<file path="config.mk">
export PLATFORM = sky130hd
export DESIGN_NAME = ysyx_24110006_stage_ctrl
export DESIGN_NICKNAME = d
export VERILOG_FILES = /design/src/rtl/ysyx_24110006_stage_ctrl.sv
export SDC_FILE = /design/constraint.sdc
export NUM_CORES = 1
export LEC_CHECK = 0
export BUFFER_PORTS_ARGS = -buffer_cell sky130_fd_sc_hd__buf_2
export CORE_MARGIN = 2
export CORE_UTILIZATION = 46
export CTS_BUF_LIST = sky130_fd_sc_hd__clkbuf_8
export DETAILED_ROUTE_END_ITERATION = 16
export GPL_TIMING_DRIVEN = 0
export PLACE_DENSITY = 0.88
export SETUP_SLACK_MARGIN = 0.3
export SLEW_MARGIN = 25
export SYNTH_ARGS = -nofsm -noshare
export SYNTH_HDL_FRONTEND = slang
export SYNTH_SLANG_ARGS = --single-unit
</file>
<file path="constraint.sdc">
create_clock -name i_clock -period 1.8 [get_ports i_clock]
set_input_delay 0.18 -clock i_clock [delete_from_list [all_inputs] [get_ports i_clock]]
set_output_delay 0.18 -clock i_clock [all_outputs]
set_load 0.005 [all_outputs]
</file>
<file path="src/rtl/ysyx_24110006_stage_ctrl.sv">
// Multi-cycle sequencer for the IFU -> IDU -> EXU -> LSU -> WB stage chain.
// Define YSYX_STAGE_CTRL_PERF_EN to build the cycle/retire performance counters.
module ysyx_24110006_stage_ctrl #(
    parameter int RESET_STALL = 2,
    parameter int LSU_TIMEOUT = 255
) (
    input  logic        i_clock,
    input  logic        i_reset_n,
    output logic        o_ifu_req,
    input  logic        i_ifu_done,
    output logic        o_idu_req,
    input  logic        i_idu_done,
    input  logic [6:0]  i_op,
    input  logic [2:0]  i_csr_t,
    input  logic        i_halt_req,
    output logic        o_exu_req,
    input  logic        i_exu_done,
    output logic        o_lsu_req,
    input  logic        i_lsu_done,
    input  logic        i_lsu_err,
    output logic        o_pc_we,
    output logic        o_rf_we,
    output logic        o_csr_we,
    output logic        o_trap,
    output logic        o_halted,
    output logic [2:0]  o_state,
    output logic [31:0] o_perf_cycle,
    output logic [31:0] o_perf_instret
);

    typedef enum logic [2:0] {
        RST_WAIT = 3'd0,
        FETCH    = 3'd1,
        DECODE   = 3'd2,
        EXEC     = 3'd3,
        MEM      = 3'd4,
        WB       = 3'd5,
        TRAP     = 3'd6,
        HALT     = 3'd7
    } state_t;

    localparam logic [3:0]  STALL_INIT = 4'(RESET_STALL);
    localparam logic [15:0] WD_LAST    = 16'(LSU_TIMEOUT - 1);

    localparam logic [6:0] OP_LUI    = 7'b0110111;
    localparam logic [6:0] OP_AUIPC  = 7'b0010111;
    localparam logic [6:0] OP_JAL    = 7'b1101111;
    localparam logic [6:0] OP_JALR   = 7'b1100111;
    localparam logic [6:0] OP_BRANCH = 7'b1100011;
    localparam logic [6:0] OP_LOAD   = 7'b0000011;
    localparam logic [6:0] OP_STORE  = 7'b0100011;
    localparam logic [6:0] OP_IMM    = 7'b0010011;
    localparam logic [6:0] OP_REG    = 7'b0110011;
    localparam logic [6:0] OP_SYSTEM = 7'b1110011;
    localparam logic [6:0] OP_FENCE  = 7'b0001111;

    localparam logic [2:0] CSR_MRET  = 3'b000;
    localparam logic [2:0] CSR_CSRW  = 3'b001;
    localparam logic [2:0] CSR_ECALL = 3'b011;

    state_t      state, state_nx;
    logic [3:0]  stall_cnt;
    logic [15:0] wd_cnt;
    logic [6:0]  op_q;
    logic [2:0]  csr_q;

    function automatic logic op_legal(input logic [6:0] op);
        case (op)
            OP_LUI, OP_AUIPC, OP_JAL, OP_JALR, OP_BRANCH, OP_LOAD,
            OP_STORE, OP_IMM, OP_REG, OP_SYSTEM, OP_FENCE: op_legal = 1'b1;
            default:                                       op_legal = 1'b0;
        endcase
    endfunction

    logic is_system, is_ecall, is_mem, no_rf;
    assign is_system = (op_q == OP_SYSTEM);
    assign is_ecall  = is_system && (csr_q == CSR_ECALL);
    assign is_mem    = (op_q == OP_LOAD) || (op_q == OP_STORE);
    // Instructions with no destination register: stores, branches, fences, mret/ecall.
    assign no_rf     = (op_q == OP_STORE) || (op_q == OP_BRANCH) || (op_q == OP_FENCE) ||
                       (is_system && ((csr_q == CSR_MRET) || (csr_q == CSR_ECALL)));

    always_comb begin
        state_nx = state;
        case (state)
            RST_WAIT: if (stall_cnt == 4'd0) state_nx = FETCH;
            FETCH:    if (i_ifu_done) state_nx = DECODE;
            DECODE: begin
                if (i_idu_done) begin
                    if (i_halt_req)          state_nx = HALT;
                    else if (!op_legal(i_op)) state_nx = TRAP;
                    else                     state_nx = EXEC;
                end
            end
            EXEC:     if (i_exu_done) state_nx = is_mem ? MEM : WB;
            MEM: begin
                // A done arriving on the timeout cycle takes precedence.
                if (i_lsu_done)             state_nx = i_lsu_err ? TRAP : WB;
                else if (wd_cnt == WD_LAST) state_nx = TRAP;
            end
            WB:       state_nx = is_ecall ? TRAP : FETCH;
            TRAP:     state_nx = FETCH;
            HALT:     state_nx = HALT;
        endcase
    end

    always_ff @(posedge i_clock or negedge i_reset_n) begin
        if (!i_reset_n) begin
            state     <= RST_WAIT;
            stall_cnt <= STALL_INIT;
            wd_cnt    <= '0;
            op_q      <= '0;
            csr_q     <= '0;
            o_ifu_req <= 1'b0;
            o_idu_req <= 1'b0;
            o_exu_req <= 1'b0;
            o_lsu_req <= 1'b0;
        end else begin
            state <= state_nx;
            if (state == RST_WAIT && stall_cnt != 4'd0) stall_cnt <= stall_cnt - 4'd1;
            wd_cnt <= (state == MEM && state_nx == MEM) ? wd_cnt + 16'd1 : 16'd0;
            if (state == DECODE && i_idu_done) begin
                op_q  <= i_op;
                csr_q <= i_csr_t;
            end
            // Request pulses fire only on the entry cycle of each stage state.
            o_ifu_req <= (state_nx == FETCH)  && (state != FETCH);
            o_idu_req <= (state_nx == DECODE) && (state != DECODE);
            o_exu_req <= (state_nx == EXEC)   && (state != EXEC);
            o_lsu_req <= (state_nx == MEM)    && (state != MEM);
        end
    end

    assign o_pc_we  = (state == WB) || (state == TRAP);
    assign o_rf_we  = (state == WB) && !no_rf;
    assign o_csr_we = (state == WB) && is_system && (csr_q == CSR_CSRW);
    assign o_trap   = (state == TRAP);
    assign o_halted = (state == HALT);
    assign o_state  = state;

`ifdef YSYX_STAGE_CTRL_PERF_EN
    logic [31:0] perf_cycle, perf_instret;

    always_ff @(posedge i_clock or negedge i_reset_n) begin
        if (!i_reset_n) begin
            perf_cycle   <= '0;
            perf_instret <= '0;
        end else begin
            if (state != RST_WAIT && state != HALT) perf_cycle <= perf_cycle + 32'd1;
            if (state == WB) perf_instret <= perf_instret + 32'd1;
        end
    end

    assign o_perf_cycle   = perf_cycle;
    assign o_perf_instret = perf_instret;
`else
    assign o_perf_cycle   = '0;
    assign o_perf_instret = '0;
`endif

endmodule

</file>
[Word level (Yosys, flattened, before mapping)]
Index checks and enable logic that the tools add are counted.
Storage, ports and cells
  register bits after elaboration: 37
  output and inout port bits: 76
  bits of input ports: 18
  word-level logic and storage cells: 86
Cells by class
  reductions and logical operators: 24
  mux-type cells: 17
  add/sub/neg operators: 2
  eq/ne operators: 34
Operators by type and width (count)
  equality test 7 bit, second input constant: 6
  equality test 7 x 6 -> 1 bit, second input constant: 4
  2-to-1 mux 3 bit: 9
  case mux 3 bit (8 select lines): 1
  adder 16 x 1 -> 16 bit, second input constant: 1
  equality test 16 x 8 -> 1 bit, second input constant: 1
  2-to-1 mux 16 bit: 1
  equality test 3 x 2 -> 1 bit, second input constant: 5
  equality test 3 bit, second input constant: 5
  equality test 7 x 2 -> 1 bit, second input constant: 2
  equality test 7 x 4 -> 1 bit, second input constant: 2
  equality test 7 x 5 -> 1 bit, second input constant: 2
  logical AND 1 bit: 12
  OR reduction 11 bit: 1
  equality test 3 x 1 -> 1 bit, second input constant: 3
  logical NOT 3 bit: 2
  logical OR 1 bit: 6
  inequality test 3 x 2 -> 1 bit, second input constant: 2
  2-to-1 mux 1 bit: 5
  logical NOT 4 bit: 1
  nonzero test 4 bit: 1
  subtractor 4 x 1 -> 4 bit, second input constant: 1
  inequality test 3 x 1 -> 1 bit, second input constant: 1
  inequality test 3 bit, second input constant: 1
  other kinds (2): 2

[Longest topological paths before layout]
Gate-level depths: netlist of the first run.
  depth after elaboration: 13
  mapped depth: 8

[Worst setup path before layout of the first run]
Ideal clock, no wire load.
  kind: flip-flop to flip-flop
  start point: reg stall_cnt[1]
  end point: reg o_lsu_req
  slack: 0.138 ns
  data required time: 1.732 ns
  arrival time: 1.594 ns
  path buffers: 0
  stages on the path, launching flop included: 6
  period minus slack after synthesis: 1.662 ns
  setup time: 0.068 ns
  cells stage by stage: dfstp_2 -> inv_1 -> ha_1 -> a2111oi_2 -> a41o_2 -> and4_1
On the way
  cells in the longest elaborated chain, start to end: 5
Ends and longest elaborated chain
  start: declaration: line 62  | logic [3:0] stall_cnt;
  start signal: assignment: line 120  | if (state == RST_WAIT && stall_cnt != 4'd0) stall_cnt <= stall_cnt - 4'd1;
  logical NOT 4 bit: line 86  | RST_WAIT: if (stall_cnt == 4'd0) state_nx = FETCH;
  2-to-1 mux 3 bit: line 86
  case mux 3 bit (8 select lines): line 85  | case (state)
  equality test 3 bit: line 130  | o_lsu_req <= (state_nx == MEM) && (state != MEM);
  logical AND 1 bit: line 130
  end signal: assignment: line 130
  end: declaration: line 18  | output logic o_lsu_req,
No other way between the ends.
A chain may end at the register's enable or synchronous reset.

[Worst setup path in the final report of the first run]
  start point: reg op_q[3]
  end point: reg o_lsu_req
On the way
  cells in the longest elaborated chain, start to end: 7
  elaborated cells on any way between the ends: 11
Ends and longest elaborated chain
  start: declaration: line 64  | logic [6:0] op_q;
  start signal: assignment: line 123  | op_q <= i_op;
  equality test 7 x 2 -> 1 bit or equality test 7 x 6 -> 1 bit (tied branches): line 78  | assign is_mem = (op_q == OP_LOAD) || (op_q == OP_STORE);
  logical OR 1 bit: line 78
  2-to-1 mux 1 bit: line 95  | EXEC: if (i_exu_done) state_nx = is_mem ? MEM : WB;
  2-to-1 mux 3 bit: line 95
  case mux 3 bit (8 select lines) *: line 85
  equality test 3 bit *: line 130
  logical AND 1 bit *: line 130
Every way passes the cells marked *; elsewhere a longest branch is shown, timed or not.

==> results.toml, run 1 <==
[cells_and_area]
drive_gt1_frac = 0.425
final_common_cell = "buf_4"
final_cell_mix = "78 x buf_4, 64 x conb_1, 37 x nand2_1, 35 x dfrtp_1, 29 x buf_2"
nNetsFinal = 413
syn2layout_area_growth_pct = 36.8
fin_util = 0.656
num_antenna_cells = 0

[die]
dieWidth_um = 77.2
die_y_um = 77.2
io_pins = 94
core_um2 = 5140
row_count = 26
dieArea_um2 = 5960
initial_core_util = 0.480

[clock_network]
clockBufferDepth = 2
cts_sinks = 37
cts_max_level = 2
cts-root-buf = "clkbuf_8"
worst_skew_pair.late_latency_ns = 0.30
cts_tree = "done"
cts_buffers = 5
clk_pin_slew_ns = 0.08

[job]
cap_violations = 0

[place]
place_congestion = 0.848
port_buffers = 29
dp_hpwl_um = 3590

[timing]
worst_hold_slack_ns = -0.0154
grt_setup_unrepaired = "yes"
drv_slew = 0
fmax_mhz = 542
max_slew_margin = 0.438
max_slew.worst_pin.slew_ns = 0.843
fin_ws_ns = -0.0466
finClkSkew_ns = 0.00640
setup_viol = 3
period_minus_slack_ns = 1.85
final-hold-violation-count = 28
final.period_utilization = 1.03

[grt]
grt_use_total = 0.178
grt_pass1_vias = 1848
grt_pass1_wl_um = 8570
grt_remaining_overflow = 0
grt_max_degree = 38
antenna_found_initial = 0

[yosys]
syn_inst = 275
ys_ff_latch = 37
yosysWarnings = 0
syn_avg_cell_area_um2 = 8.97
synthArstFlopShare = 1.00
yosysSeqAreaShare = 0.376
synthFlopType = "dfrtp_1"
syn_area_um2 = 2470
synth_edf_count = 0
synth_cell_types = 50

[worst_setup_path]
required_ns = 2.03
reg2reg_slack_ns = -0.05
path_buf_inv = 0
cpMaxStageDelayCell = "or3b_4"
cp_max_fo = 4
cp.arrival_ns = 2.08
crit_type = "reg -> reg"
cp-start-kind = "register"
rr_endpoint = "o_lsu_req"
max_stage_delay_ns = 0.42
r2r_cells = 5
reg2reg_from = "op_q[3]"
critical-path-top-delay-family = "simple AND/OR/NAND/NOR gates"
crit_chain = "or3b_4 > or2_1 > o21bai_1 > a41o_2 > and4_1"
cp-end-kind = "register"

[drt]
vias = 2125
antenna_left = 0
viasPerCell = 4.59
drtIter0Drc = 199
drt_first_pass_iters = 4
wl_um = 5680
wl_per_cell_um = 12.3
drc_errors = 0

[outcome]
violations = "negative hold slack, negative setup slack"
status = "finished with violations"

[power]
p_leak_nw = 1.73
power_density_nw_per_um2 = 511
max-vdd-ir-drop_mv = 0.490
p_total_mw = 1.72

[worst_hold_path]
hold_class = "in -> async"
## synthesized netlist by cell type (all sizes together) (2+ instances only)
| cell type | n | share of area |
|---|---|---|
| a211oi | 3 | 0.011 |
| a21oi | 5 | 0.010 |
| and2 | 2 | 0.0051 |
| and3 | 3 | 0.0076 |
| and4 | 4 | 0.014 |
| and4b | 3 | 0.013 |
| buf | 68 | 0.21 |
| clkbuf | 4 | 0.0061 |
| dfrtp | 36 | 0.37 |
| ha | 3 | 0.015 |
| inv | 8 | 0.012 |
| nand2 | 39 | 0.060 |
| nand2b | 3 | 0.011 |
| nand3 | 6 | 0.012 |
| nand3b | 3 | 0.0091 |
| nand4 | 6 | 0.015 |
| nor2 | 27 | 0.041 |
| nor3 | 5 | 0.010 |
| nor3b | 2 | 0.0081 |
| nor4 | 2 | 0.0051 |
| nor4b | 2 | 0.012 |
| o21ai | 5 | 0.010 |
| or3b | 2 | 0.0071 |
| xnor2 | 5 | 0.018 |
| xor2 | 12 | 0.043 |
## where the power goes
group / switching [mW] / total [mW] / internal, mW / leakage, nW
Sequential: 0.00981 / 0.851 / 0.841 / 0.486
Clock: 0.310 / 0.656 / 0.346 / 0.0542
Combinational: 0.0981 / 0.215 / 0.117 / 1.19
## worst max path at each step
stage	startpoint	end	slack [ns]	cells past startpoint
after floorplan	o_state[1]	o_exu_req	0.17	6
after global placement	o_state[1]	o_exu_req	-0.07	6
after detailed placement	o_state[1]	o_exu_req	-0.11	6
after CTS	op_q[2]	o_csr_we	-0.06	4
after global routing	o_state[1]	o_csr_we	-0.13	5
final	op_q[3]	o_lsu_req	-0.05	5
## state kept, by name, summed over array words and instances, names as in the netlist
| name | count |
|---|---|
| stall_cnt | 4 |
| o_exu_req | 1 |
| o_ifu_req | 1 |
| o_state | 3 |
| o_idu_req | 1 |
| csr_q | 3 |
| o_lsu_req | 1 |
| op_q | 7 |
| wd_cnt | 16 |
## cell type report
type	count	area, um2
Buffer	72	549
Clock buffer	7	96.3
Clock inverter	1	5.00
Fill cell	397	1770
Inverter	8	30.0
Multi-Input combinational cell	221	1380
Sequential cell	37	928
Tap cell	70	87.6
Timing Repair Buffer	47	295
## per-layer routing
layer | GRT usage | wire (um) | up-vias | part of all wire
li1 | - | - | 1025 | -
met1 | 0.223 | 2190 | 970 | 0.39
met2 | 0.301 | 2890 | 110 | 0.51
met3 | 0.0353 | 454 | 20 | 0.080
met4 | 0.0732 | 144 | 0 | 0.025
met5 | 0 | 0 | - | 0
## through the flow
stage	setup slack (ns)	hold WS (ns)	setup TNS, ns	area [um2]	std cells
final	-0.0466	-0.0154	-0.114	3370	463
after global routing	-0.129	0.0523	-0.514	3370	463
after CTS	-0.0560	0.00548	-0.0889	3250	457
after detailed placement	-0.112	0.318	-0.144	2970	437
after global placement	-0.0701	0.308	-0.0781	2970	437
after floorplan	0.173	-0.116	0	2730	338
## logic make-up after synthesis
logic type / Yosys count / share of synthesized area
compound gates: 23 / 0.0695
simple gates: 113 / 0.245
other cells: 1 / 0.00152
fa+ha+maj: 3 / 0.0152
xor+xnor: 17 / 0.0604
buf+inv: 80 / 0.229
flops: 37 / 0.376
mux: 1 / 0.00406
## repair_timing
item,in CTS,in global routing
pin swaps,14,5
gates resized for setup,27,22
hold buffers,0,0
endpoints found under the setup margin,36,39
gates cloned,1,0
setup buffers,11,6
Note: power is estimated with default switching activity, not from simulation.
==> run 2: changes to the inputs <==
CELL_PAD_IN_SITES_DETAIL_PLACEMENT = 1   (was unset)
CELL_PAD_IN_SITES_GLOBAL_PLACEMENT = 1   (was unset)
CORE_UTILIZATION = 33   (was 46)
PLACE_DENSITY = 0.77   (was 0.88)
==> results.toml, run 2 (synthesis results as in run 1) <==
[outcome]
status = "finished with violations"
violations = "negative hold slack, negative setup slack"

[worst_setup_path]
startpoint = "o_state[1]"
cp.arrival_ns = 1.66
cp.depth = 5
required_ns = 1.62
rr_endpoint = "o_lsu_req"
cpMaxStageDelayCell = "dfrtp_1"
cp-end-kind = "output port"
critical-path-top-delay-family = "simple AND/OR/NAND/NOR gates"
cp_max_fo = 6
max_stage_delay_ns = 0.40
path_buf_inv = 2
crit_chain = "buf_6 > nand3b_1 > nor4b_4 > and2_1 > buf_2"
crit_type = "reg -> out"
crit_end = "o_csr_we"
reg2reg_slack_ns = -0.03
r2r_cells = 6
reg2reg_from = "o_state[1]"
cp-start-kind = "register"

[power]
p_leak_nw = 1.79
power_density_nw_per_um2 = 493
max-vdd-ir-drop_mv = 0.229
p_total_mw = 1.72

[drt]
wl_um = 6890
viasPerCell = 4.35
drt_first_pass_iters = 4
wl_per_cell_um = 13.8
antenna_left = 0
drtIter0Drc = 50
drc_errors = 0
vias = 2177

[place]
dp_hpwl_um = 4510
pre_cts_ws_ns = -0.188
dpl-instance-area_um2 = 3000
place_congestion = 0.797
dp.cells = 466
port_buffers = 29

[cells_and_area]
final_common_cell = "buf_4"
layout.cells.non_filler = 500
syn2layout_area_growth_pct = 41.8
nNetsFinal = 421
num_antenna_cells = 0
largest_reg_flops = 16
drive_gt1_frac = 0.446
final_cell_mix = "86 x buf_4, 64 x conb_1, 36 x nand2_1, 35 x dfrtp_1, 29 x buf_2"
finish.instance_area_um2 = 3500
reg.largest.list = "wd_cnt x16, op_q x7, stall_cnt x4"
regMostFlops = "wd_cnt"

[timing]
setup_viol = 5
final.setup.tns_ns = -0.123
max_slew_margin = 0.444
final-hold-violation-count = 16
grt_setup_unrepaired = "yes"
worst_hold_slack_ns = -0.0153
fmax_mhz = 543
period_minus_slack_ns = 1.84
fin_ws_ns = -0.0400
finClkSkew_ns = 0.00963
drv_slew = 0
max_slew.worst_pin.slew_ns = 0.833
final.period_utilization = 1.02

[die]
dieArea_um2 = 8180
core_um2 = 7250
row_count = 31
die_y_um = 90.4
io_pins = 94
dieWidth_um = 90.4
initial_core_util = 0.340

[clock_network]
cts_max_level = 2
cts-root-buf = "clkbuf_8"
cts_tree = "done"
cts_buffers = 5
clk_pin_slew_ns = 0.08
hold_buffers = 0
clockBufferDepth = 2
worst_skew_pair.late_latency_ns = 0.29
cts_sinks = 37

[grt]
grt_pass1_vias = 2133
grt_max_degree = 38
grt_remaining_overflow = 0
grt_use_total = 0.156
grt_pass1_wl_um = 10400
antenna_found_initial = 0

[worst_hold_path]
hold_class = "in -> async"

[job]
cap_violations = 0
## run 2: changes by cell type in the layout (fill, tap and decap cells not counted), sizes merged
cell | previous run | this run
clkbuf | 10 | 11
buf | 116 | 123
## run 2: worst min path at each step
stage | start | end | slack (ns) | cells past startpoint
floorplan | i_reset_n | csr_q[0] | -0.12 | 0
detailed placement | i_reset_n | wd_cnt[0] | 0.33 | 1
global route | i_reset_n | wd_cnt[5] | 0.05 | 1
global placement | i_reset_n | wd_cnt[0] | 0.32 | 1
finish | i_reset_n | wd_cnt[10] | -0.02 | 1
CTS | i_reset_n | wd_cnt[6] | 0.01 | 1
## run 2: what timing repair did
| action | 4_1_cts | 5_1_grt |
|---|---|---|
| cloned | 1 | 0 |
| setup buffers | 15 | 10 |
| endpoints found under the setup margin | 37 | 31 |
| resized for setup | 26 | 25 |
| pin swaps | 16 | 6 |
## run 2: metal layers
| metal | routed length (um) | vias up | global-route usage |
|---|---|---|---|
| met5 | 0 | - | 0 |
| met4 | 242 | 0 | 0.0615 |
| met3 | 360 | 21 | 0.0317 |
| met2 | 3520 | 78 | 0.276 |
| met1 | 2760 | 1046 | 0.187 |
| li1 | - | 1032 | - |
## run 2: cell type report
cell class | count | area [um2]
fill | 911 | 3760
multi-input combinational | 221 | 1400
sequential | 37 | 928
buffer | 72 | 546
timing repair buffer | 55 | 364
tap | 99 | 124
clock buffer | 7 | 96.3
inverter | 8 | 30.0
clock inverter | 1 | 5.00
## run 2: metrics by stage
step | hold slack [ns] | util
floorplan | -0.116 | -
global placement | 0.320 | 0.414
detailed placement | 0.328 | 0.414
CTS | 0.0108 | 0.457
global route | 0.0509 | 0.482
finish | -0.0153 | 0.482
## run 2: report_power, final
part           internal [mW]  leakage [nW]  switching (mW)
combinational          0.119          1.25           0.101
sequential             0.841         0.486          0.0104
clock                  0.346        0.0542           0.305
## run 2: worst register-to-register path, delay by kind of cell (launching register included)
kind	cells	cell delay, ns
and+or+nand+nor	3	0.79
DFF	1	0.40
buffers and inverters	2	0.31
AOI/OAI and AO/OA	1	0.28
